===== src/rtl/sdf_pkg.sv =====
// Shared types and constant helpers for the radix-2^2 SDF FFT sequencer.
package sdf_pkg;

    localparam int unsigned LOG2N_DEF = 4;

    typedef enum logic [1:0] {
        IDLE  = 2'd0,
        FILL  = 2'd1,
        RUN   = 2'd2,
        FLUSH = 2'd3
    } sdf_state_e;

    function automatic logic [1:0] bitrev2(input logic [1:0] x);
        return {x[0], x[1]};
    endfunction

    // Reverse the low w bits of x (w <= 10); upper bits come back zero.
    function automatic logic [9:0] bitrev(input logic [9:0] x, input int unsigned w);
        logic [9:0] r;
        logic [9:0] t;
        r = '0;
        t = x;
        for (int unsigned i = 0; i < 10; i++) begin
            if (i < w) begin
                r = {r[8:0], t[0]};
                t = t >> 1;
            end
        end
        return r;
    endfunction

    function automatic int unsigned stage_delay(input int unsigned log2n, input int unsigned k);
        return 32'd1 << (log2n - 1 - k);
    endfunction

    function automatic int unsigned cum_delay(input int unsigned log2n, input int unsigned k);
        int unsigned s;
        s = 0;
        for (int unsigned j = 0; j < k; j++) s += stage_delay(log2n, j);
        return s;
    endfunction

endpackage


===== src/rtl/sdf_stage_ctl.sv =====
// Per-stage butterfly select and -j select decoded from the shared sample counter.
module sdf_stage_ctl
    import sdf_pkg::*;
#(
    parameter int unsigned LOG2N = LOG2N_DEF,
    parameter int unsigned K     = 0
) (
    input  logic [LOG2N-1:0] cnt_i,
    output logic             sel_c_o,
    output logic             jmul_c_o
);

    localparam logic [LOG2N-1:0] D_K = LOG2N'(cum_delay(LOG2N, K));

    // Two bits of the stage-local count: [0] = half-frame phase, [1] = the bit above it.
    logic [1:0] c_hi;

    assign c_hi     = 2'((cnt_i - D_K) >> (LOG2N - 1 - K));
    assign sel_c_o  = c_hi[0];
    assign jmul_c_o = c_hi[1] & c_hi[0];

endmodule


===== src/rtl/sdf_fft_seq.sv =====
// Frame sequencer for the radix-2^2 SDF FFT: datapath controls, flush, output markers.
// Define SDF_SEQ_BITREV_EN to report o_idx as the bit-reversed (true frequency) bin.
module sdf_fft_seq
    import sdf_pkg::*;
#(
    parameter int unsigned LOG2N   = LOG2N_DEF,
    parameter int unsigned N_STAGE = LOG2N,
    parameter int unsigned LAT     = (1 << LOG2N) - 1
) (
    input  logic                                  clk,
    input  logic                                  i_reset_n,
    input  logic                                  i_valid,
    input  logic                                  i_last,
    output logic                                  o_en,
    output logic                                  o_zero_in,
    output logic [LOG2N-1:0]                      o_bf_sel,
    output logic [LOG2N/2-1:0]                    o_jmul,
    output logic [((LOG2N > 2) ? LOG2N-2 : 1)-1:0] o_tw_addr,
    output logic                                  o_valid,
    output logic                                  o_sof,
    output logic                                  o_eof,
    output logic [LOG2N-1:0]                      o_idx,
    output logic                                  o_busy
);

    localparam int unsigned N    = 1 << LOG2N;
    localparam int unsigned JW   = LOG2N / 2;
    localparam int unsigned TW_W = (LOG2N > 2) ? LOG2N - 2 : 1;
    localparam int unsigned FW   = LOG2N + 1;
    localparam logic [LOG2N-1:0] LAT_C = LOG2N'(LAT);
    localparam logic [LOG2N-1:0] D_TW  = LOG2N'(cum_delay(LOG2N, 2));

    // Async assert, clk-synchronous release.
    logic [1:0] rst_sync_q;
    logic       rst_n;

    always_ff @(posedge clk or negedge i_reset_n) begin
        if (!i_reset_n) rst_sync_q <= '0;
        else            rst_sync_q <= {rst_sync_q[0], 1'b1};
    end
    assign rst_n = rst_sync_q[1];

    sdf_state_e        state_q, state_d;
    logic [LOG2N-1:0]  cnt_q, cnt_d, fill_q, fill_d;
    logic [FW-1:0]     flush_q, flush_d;
    logic              en_q, en_d, zero_q, zero_d, valid_q, valid_d;
    logic              sof_q, sof_d, eof_q, eof_d, busy_q, busy_d;
    logic [LOG2N-1:0]  sel_q, sel_d, idx_q, idx_d;
    logic [JW-1:0]     jmul_q, jmul_d;
    logic [TW_W-1:0]   tw_q, tw_d;

    logic              active_c;
    logic [LOG2N-1:0]  sel_c, jmul_all_c, nat_c, idx_c;
    logic [JW-1:0]     jmul_c;
    logic [TW_W-1:0]   tw_c;
    logic              jmul_unused_c;

    for (genvar k = 0; k < N_STAGE; k++) begin : g_stage
        sdf_stage_ctl #(.LOG2N(LOG2N), .K(k)) u_ctl (
            .cnt_i   (cnt_q),
            .sel_c_o (sel_c[k]),
            .jmul_c_o(jmul_all_c[k])
        );
    end

    // Only BF-II (odd) stages own a -j rotator.
    always_comb begin
        jmul_c        = '0;
        jmul_unused_c = 1'b0;
        for (int p = 0; p < JW; p++) begin
            jmul_c[p]     = jmul_all_c[2*p+1];
            jmul_unused_c = jmul_unused_c ^ jmul_all_c[2*p];
        end
    end

    if (LOG2N > 2) begin : g_tw
        logic [LOG2N-1:0] c_tw;
        assign c_tw = cnt_q - D_TW;
        assign tw_c = TW_W'(bitrev2(c_tw[LOG2N-1 -: 2])) * c_tw[LOG2N-3:0];
    end else begin : g_no_tw
        assign tw_c = '0;
    end

    assign nat_c = cnt_q - LAT_C;
`ifdef SDF_SEQ_BITREV_EN
    assign idx_c = LOG2N'(bitrev(10'(nat_c), LOG2N));
`else
    assign idx_c = nat_c;
`endif

    assign active_c = i_valid || (state_q == FLUSH);

    always_comb begin
        state_d = state_q;
        cnt_d   = cnt_q;
        fill_d  = fill_q;
        flush_d = flush_q;
        en_d    = 1'b0;
        valid_d = 1'b0;
        sof_d   = 1'b0;
        eof_d   = 1'b0;
        zero_d  = zero_q;
        sel_d   = sel_q;
        jmul_d  = jmul_q;
        tw_d    = tw_q;
        idx_d   = idx_q;
        if (active_c) begin
            cnt_d   = cnt_q + LOG2N'(1);
            fill_d  = (fill_q == LAT_C) ? fill_q : fill_q + LOG2N'(1);
            en_d    = 1'b1;
            zero_d  = (state_q == FLUSH);
            sel_d   = sel_c;
            jmul_d  = jmul_c;
            tw_d    = tw_c;
            valid_d = (fill_q == LAT_C);
            idx_d   = valid_d ? idx_c : '0;
            sof_d   = valid_d && (nat_c == '0);
            eof_d   = valid_d && (nat_c == '1);
            unique case (state_q)
                IDLE:    state_d = FILL;
                FILL:    if ((fill_q + LOG2N'(1)) == LAT_C) state_d = RUN;
                RUN:     state_d = RUN;
                FLUSH: begin
                    flush_d = flush_q - FW'(1);
                    if (flush_q == FW'(1)) begin
                        state_d = IDLE;
                        cnt_d   = '0;
                        fill_d  = '0;
                    end
                end
                default: state_d = IDLE;
            endcase
            // Zero-pad to the frame end, then drain LAT cycles.
            if (state_q != FLUSH && i_last) begin
                state_d = FLUSH;
                flush_d = FW'(N - 1 + LAT) - FW'(cnt_q);
            end
        end else if (state_q == IDLE) begin
            zero_d = 1'b0;
            sel_d  = '0;
            jmul_d = '0;
            tw_d   = '0;
            idx_d  = '0;
        end
        busy_d = (state_d != IDLE);
    end

    always_ff @(posedge clk or negedge rst_n) begin
        if (!rst_n) begin
            state_q <= IDLE;
            cnt_q   <= '0;
            fill_q  <= '0;
            flush_q <= '0;
            en_q    <= 1'b0;
            zero_q  <= 1'b0;
            sel_q   <= '0;
            jmul_q  <= '0;
            tw_q    <= '0;
            valid_q <= 1'b0;
            sof_q   <= 1'b0;
            eof_q   <= 1'b0;
            idx_q   <= '0;
            busy_q  <= 1'b0;
        end else begin
            state_q <= state_d;
            cnt_q   <= cnt_d;
            fill_q  <= fill_d;
            flush_q <= flush_d;
            en_q    <= en_d;
            zero_q  <= zero_d;
            sel_q   <= sel_d;
            jmul_q  <= jmul_d;
            tw_q    <= tw_d;
            valid_q <= valid_d;
            sof_q   <= sof_d;
            eof_q   <= eof_d;
            idx_q   <= idx_d;
            busy_q  <= busy_d;
        end
    end

    assign o_en      = en_q;
    assign o_zero_in = zero_q;
    assign o_bf_sel  = sel_q;
    assign o_jmul    = jmul_q;
    assign o_tw_addr = tw_q;
    assign o_valid   = valid_q;
    assign o_sof     = sof_q;
    assign o_eof     = eof_q;
    assign o_idx     = idx_q;
    assign o_busy    = busy_q;

endmodule


===== config.mk =====
export PLATFORM = sky130hd
export DESIGN_NAME = sdf_fft_seq
export DESIGN_NICKNAME = d
export VERILOG_FILES = /design/src/rtl/sdf_pkg.sv /design/src/rtl/sdf_stage_ctl.sv /design/src/rtl/sdf_fft_seq.sv
export SDC_FILE = /design/constraint.sdc
export NUM_CORES = 1
export LEC_CHECK = 0
export CAP_MARGIN = 40
export CORE_UTILIZATION = 25
export DETAILED_ROUTE_END_ITERATION = 8
export SYNTH_ARGS = -nofsm -noshare
export SYNTH_HDL_FRONTEND = slang
export SYNTH_SLANG_ARGS = --single-unit

===== constraint.sdc =====
create_clock -name clk -period 1.3 [get_ports clk]
set_clock_uncertainty 0.05 [all_clocks]
set_input_delay 0.26 -clock clk [delete_from_list [all_inputs] [get_ports clk]]
set_output_delay 0.26 -clock clk [all_outputs]
set_load 0.1 [all_outputs]

==> reports/qor.txt <==
GRT Total Usage = 12.70%
Crit Path Max Fanout = 4
final design area excluding fillers = 0.002979 mm^2
htree depth = 2
Synth area leader = dfrtp_1
Yosys reg bits = 35
Gate Count Post-Synth = 162
Distinct cells, synth = 37
DRT Wirelength = 4.385 mm
area grow syn2layout = 76.11%
TritonCTS Buffers = 5
row cnt = 29
ys flop type = dfrtp_1
share of post-route cells with drive strength above 1 = 56.36%
root buffer selected by CTS = clkbuf_8
failing checks = design-rule violations, negative setup slack
critical path endpoint category = flip-flop
Final Hold Viols = 0
setup repair after global routing missed its margin = true
post-place setup slack = -0.4440 ns
ys async rst share = 100.0%
post-DP HPWL = 2.557 mm
Starting Density = 26.19%
commonest cells in the netlist = 35 x dfrtp_1, 18 x nand2_1, 13 x o21ai_0
Placed Cells = 289
vias per inst = 4.661
Core ar. = 0.006459 mm^2
DR vias = 1459
syn_area_per_cell = 10.44 um^2
Hold Path Class = input port to async pin
Clk Latency, worst-skew pair = 0.29 ns
# DRC = 6
antenna violations before repair = 0
Final nets = 250
maxcap violations = 0
CTS Hold Bufs = 0
Final WS setup = -0.1697 ns
CTS Buffer Depth = 2
largest net degree at the start of global routing = 34
critical path class = flip-flop to flip-flop
IO buf count = 21
ant diodes = 0
outcome = finished, violations left
worst path required time = 1.42 ns
grt total ovfl = 0
Pre-antenna DRT Iters = 6
top cells by area, synth = dfrtp_1 52%, ha_1 8.1%, nand2_1 4.0%, o21ai_0 3.8%, a21oi_1 3.6%
filler-free cell count of the finished design = 313
Syn Std Cell Area = 0.001692 mm^2
Arr. time, crit path = 1.59 ns
GPL Wtd Cong = 0.8170
f_max = 680.4 MHz
DIE WIDTH = 84.26 um
Startpoint Class = flip-flop
Worst-path clk slew = 0.07 ns
wire length per cell = 14.01 um
antenna-violating nets left = 0
Die Area = 0.007100 mm^2
post-place instance area = 0.002424 mm^2
DRT iter0 DRCs = 65
final period utilization = 113.1%
Ys Warns = 0
Syn Nets = 177
Slew Limit Fails = 0
Die Span Y = 84.26 um
vias in the first global route = 1509
flop-to-flop setup slack = -0.17 ns
clk sink count = 35
final setup violation count = 28
I/O Pins = 22
EDFF count, synth = 0
top cell type's share of synthesized area = 51.78%
most common cell in the netlist = dfrtp_1
TritonCTS clock tree = done
crit path time final = 1.470 ns
Core Util, Final = 46.13%
sequential share of the synthesized area = 51.78%
first-pass GRT wire length = 7.024 mm
## through the flow
| stage | hold slack (ns) | TNS (ns) |
|---|---|---|
| finish | 0.08141 | -2.590 |
| floorplan | -0.08559 | -2.473 |
| CTS | 0.07029 | -1.143 |
| global placement | 0.2303 | -7.383 |
| detailed placement | 0.2359 | -7.687 |
| global route | 0.07686 | -4.512 |
## metal layers
| layer | part of all wire (%) | vias up | GRT usage (%) |
|---|---|---|---|
| li1 | - | 711 | - |
| met2 | 53 | 29 | 21.76 |
| met3 | 2.9 | 5 | 2.852 |
| met1 | 43 | 714 | 15.22 |
| met5 | 0 | - | 0 |
| met4 | 1.2 | 0 | 5.799 |
## layout make-up
cell class	count	area (um^2)
Fill cell	587	3480
Multi-Input combinational cell	112	1033
Sequential cell	35	882.1
Timing Repair Buffer	70	833.3
Tap cell	77	96.34
Clock buffer	6	72.57
Inverter	11	48.80
Clock inverter	2	12.51
## timing repair
action / in CTS / in global routing
cloned: 1 / 0
pin swaps: 11 / 18
buffers inserted: 4 / 12
resized for setup: 43 / 44
endpoints found under the setup margin: 26 / 31
## worst max-delay path, stage by stage (launching register included)
cell,delay (ns)
dfrtp_1,0.38
buf_4,0.14
ha_4,0.15
nand2_1,0.08
nor3_2,0.21
a21oi_2,0.06
o31a_2,0.28
## sequential cells by signal (all words and copies together) (netlist names), 4 cells and up
register / cells
flush_q: 5
cnt_q: 4
fill_q: 4
o_bf_sel: 4
o_idx: 4
## cell families (layout without fill, tap and decap cells)
logic type | after synthesis | after routing | synth area share [%]
muxes | 1 | 1 | 0.8873
other | 1 | 1 | 0.2217
DFF | 35 | 35 | 51.78
buffers and inverters | 16 | 89 | 4.659
and+or+nand+nor | 49 | 50 | 14.79
AOI/OAI and AO/OA | 43 | 43 | 16.42
xor gates and xnor gates | 6 | 6 | 3.106
adders and majority gates | 11 | 11 | 8.136
## path summary, 6_finish.rpt
| kind | start | end | cells past startpoint |
|---|---|---|---|
| worst max-delay path | fill_q[0] | state_q[0] | 6 |
| worst min-delay path | i_reset_n | rst_sync_q[1] | 1 |
| worst max register to register | fill_q[0] | state_q[0] | 6 |
| worst min register to register | rst_sync_q[1] | fill_q[0] | 1 |
| max in group asynchronous | rst_sync_q[1] | cnt_q[1] | 1 |
| min in group clk | rst_sync_q[0] | rst_sync_q[1] | 0 |
## layout by cell type (no fill, tap or decap), types with 4 or more instances in the layout
cell	n
a21oi_1	4
a21oi_2	6
a22o_1	5
buf_12	19
buf_4	31
buf_6	17
clkbuf_8	5
dfrtp_1	30
dfrtp_2	5
ha_1	4
ha_4	6
inv_1	5
inv_2	4
nand2_1	16
nor2_1	5
nor2_4	4
o21ai_0	8
o21ai_2	4
xnor2_1	4
Power is not shown: default switching activity piles up to over one toggle a cycle in this logic, so the estimate is an artifact.
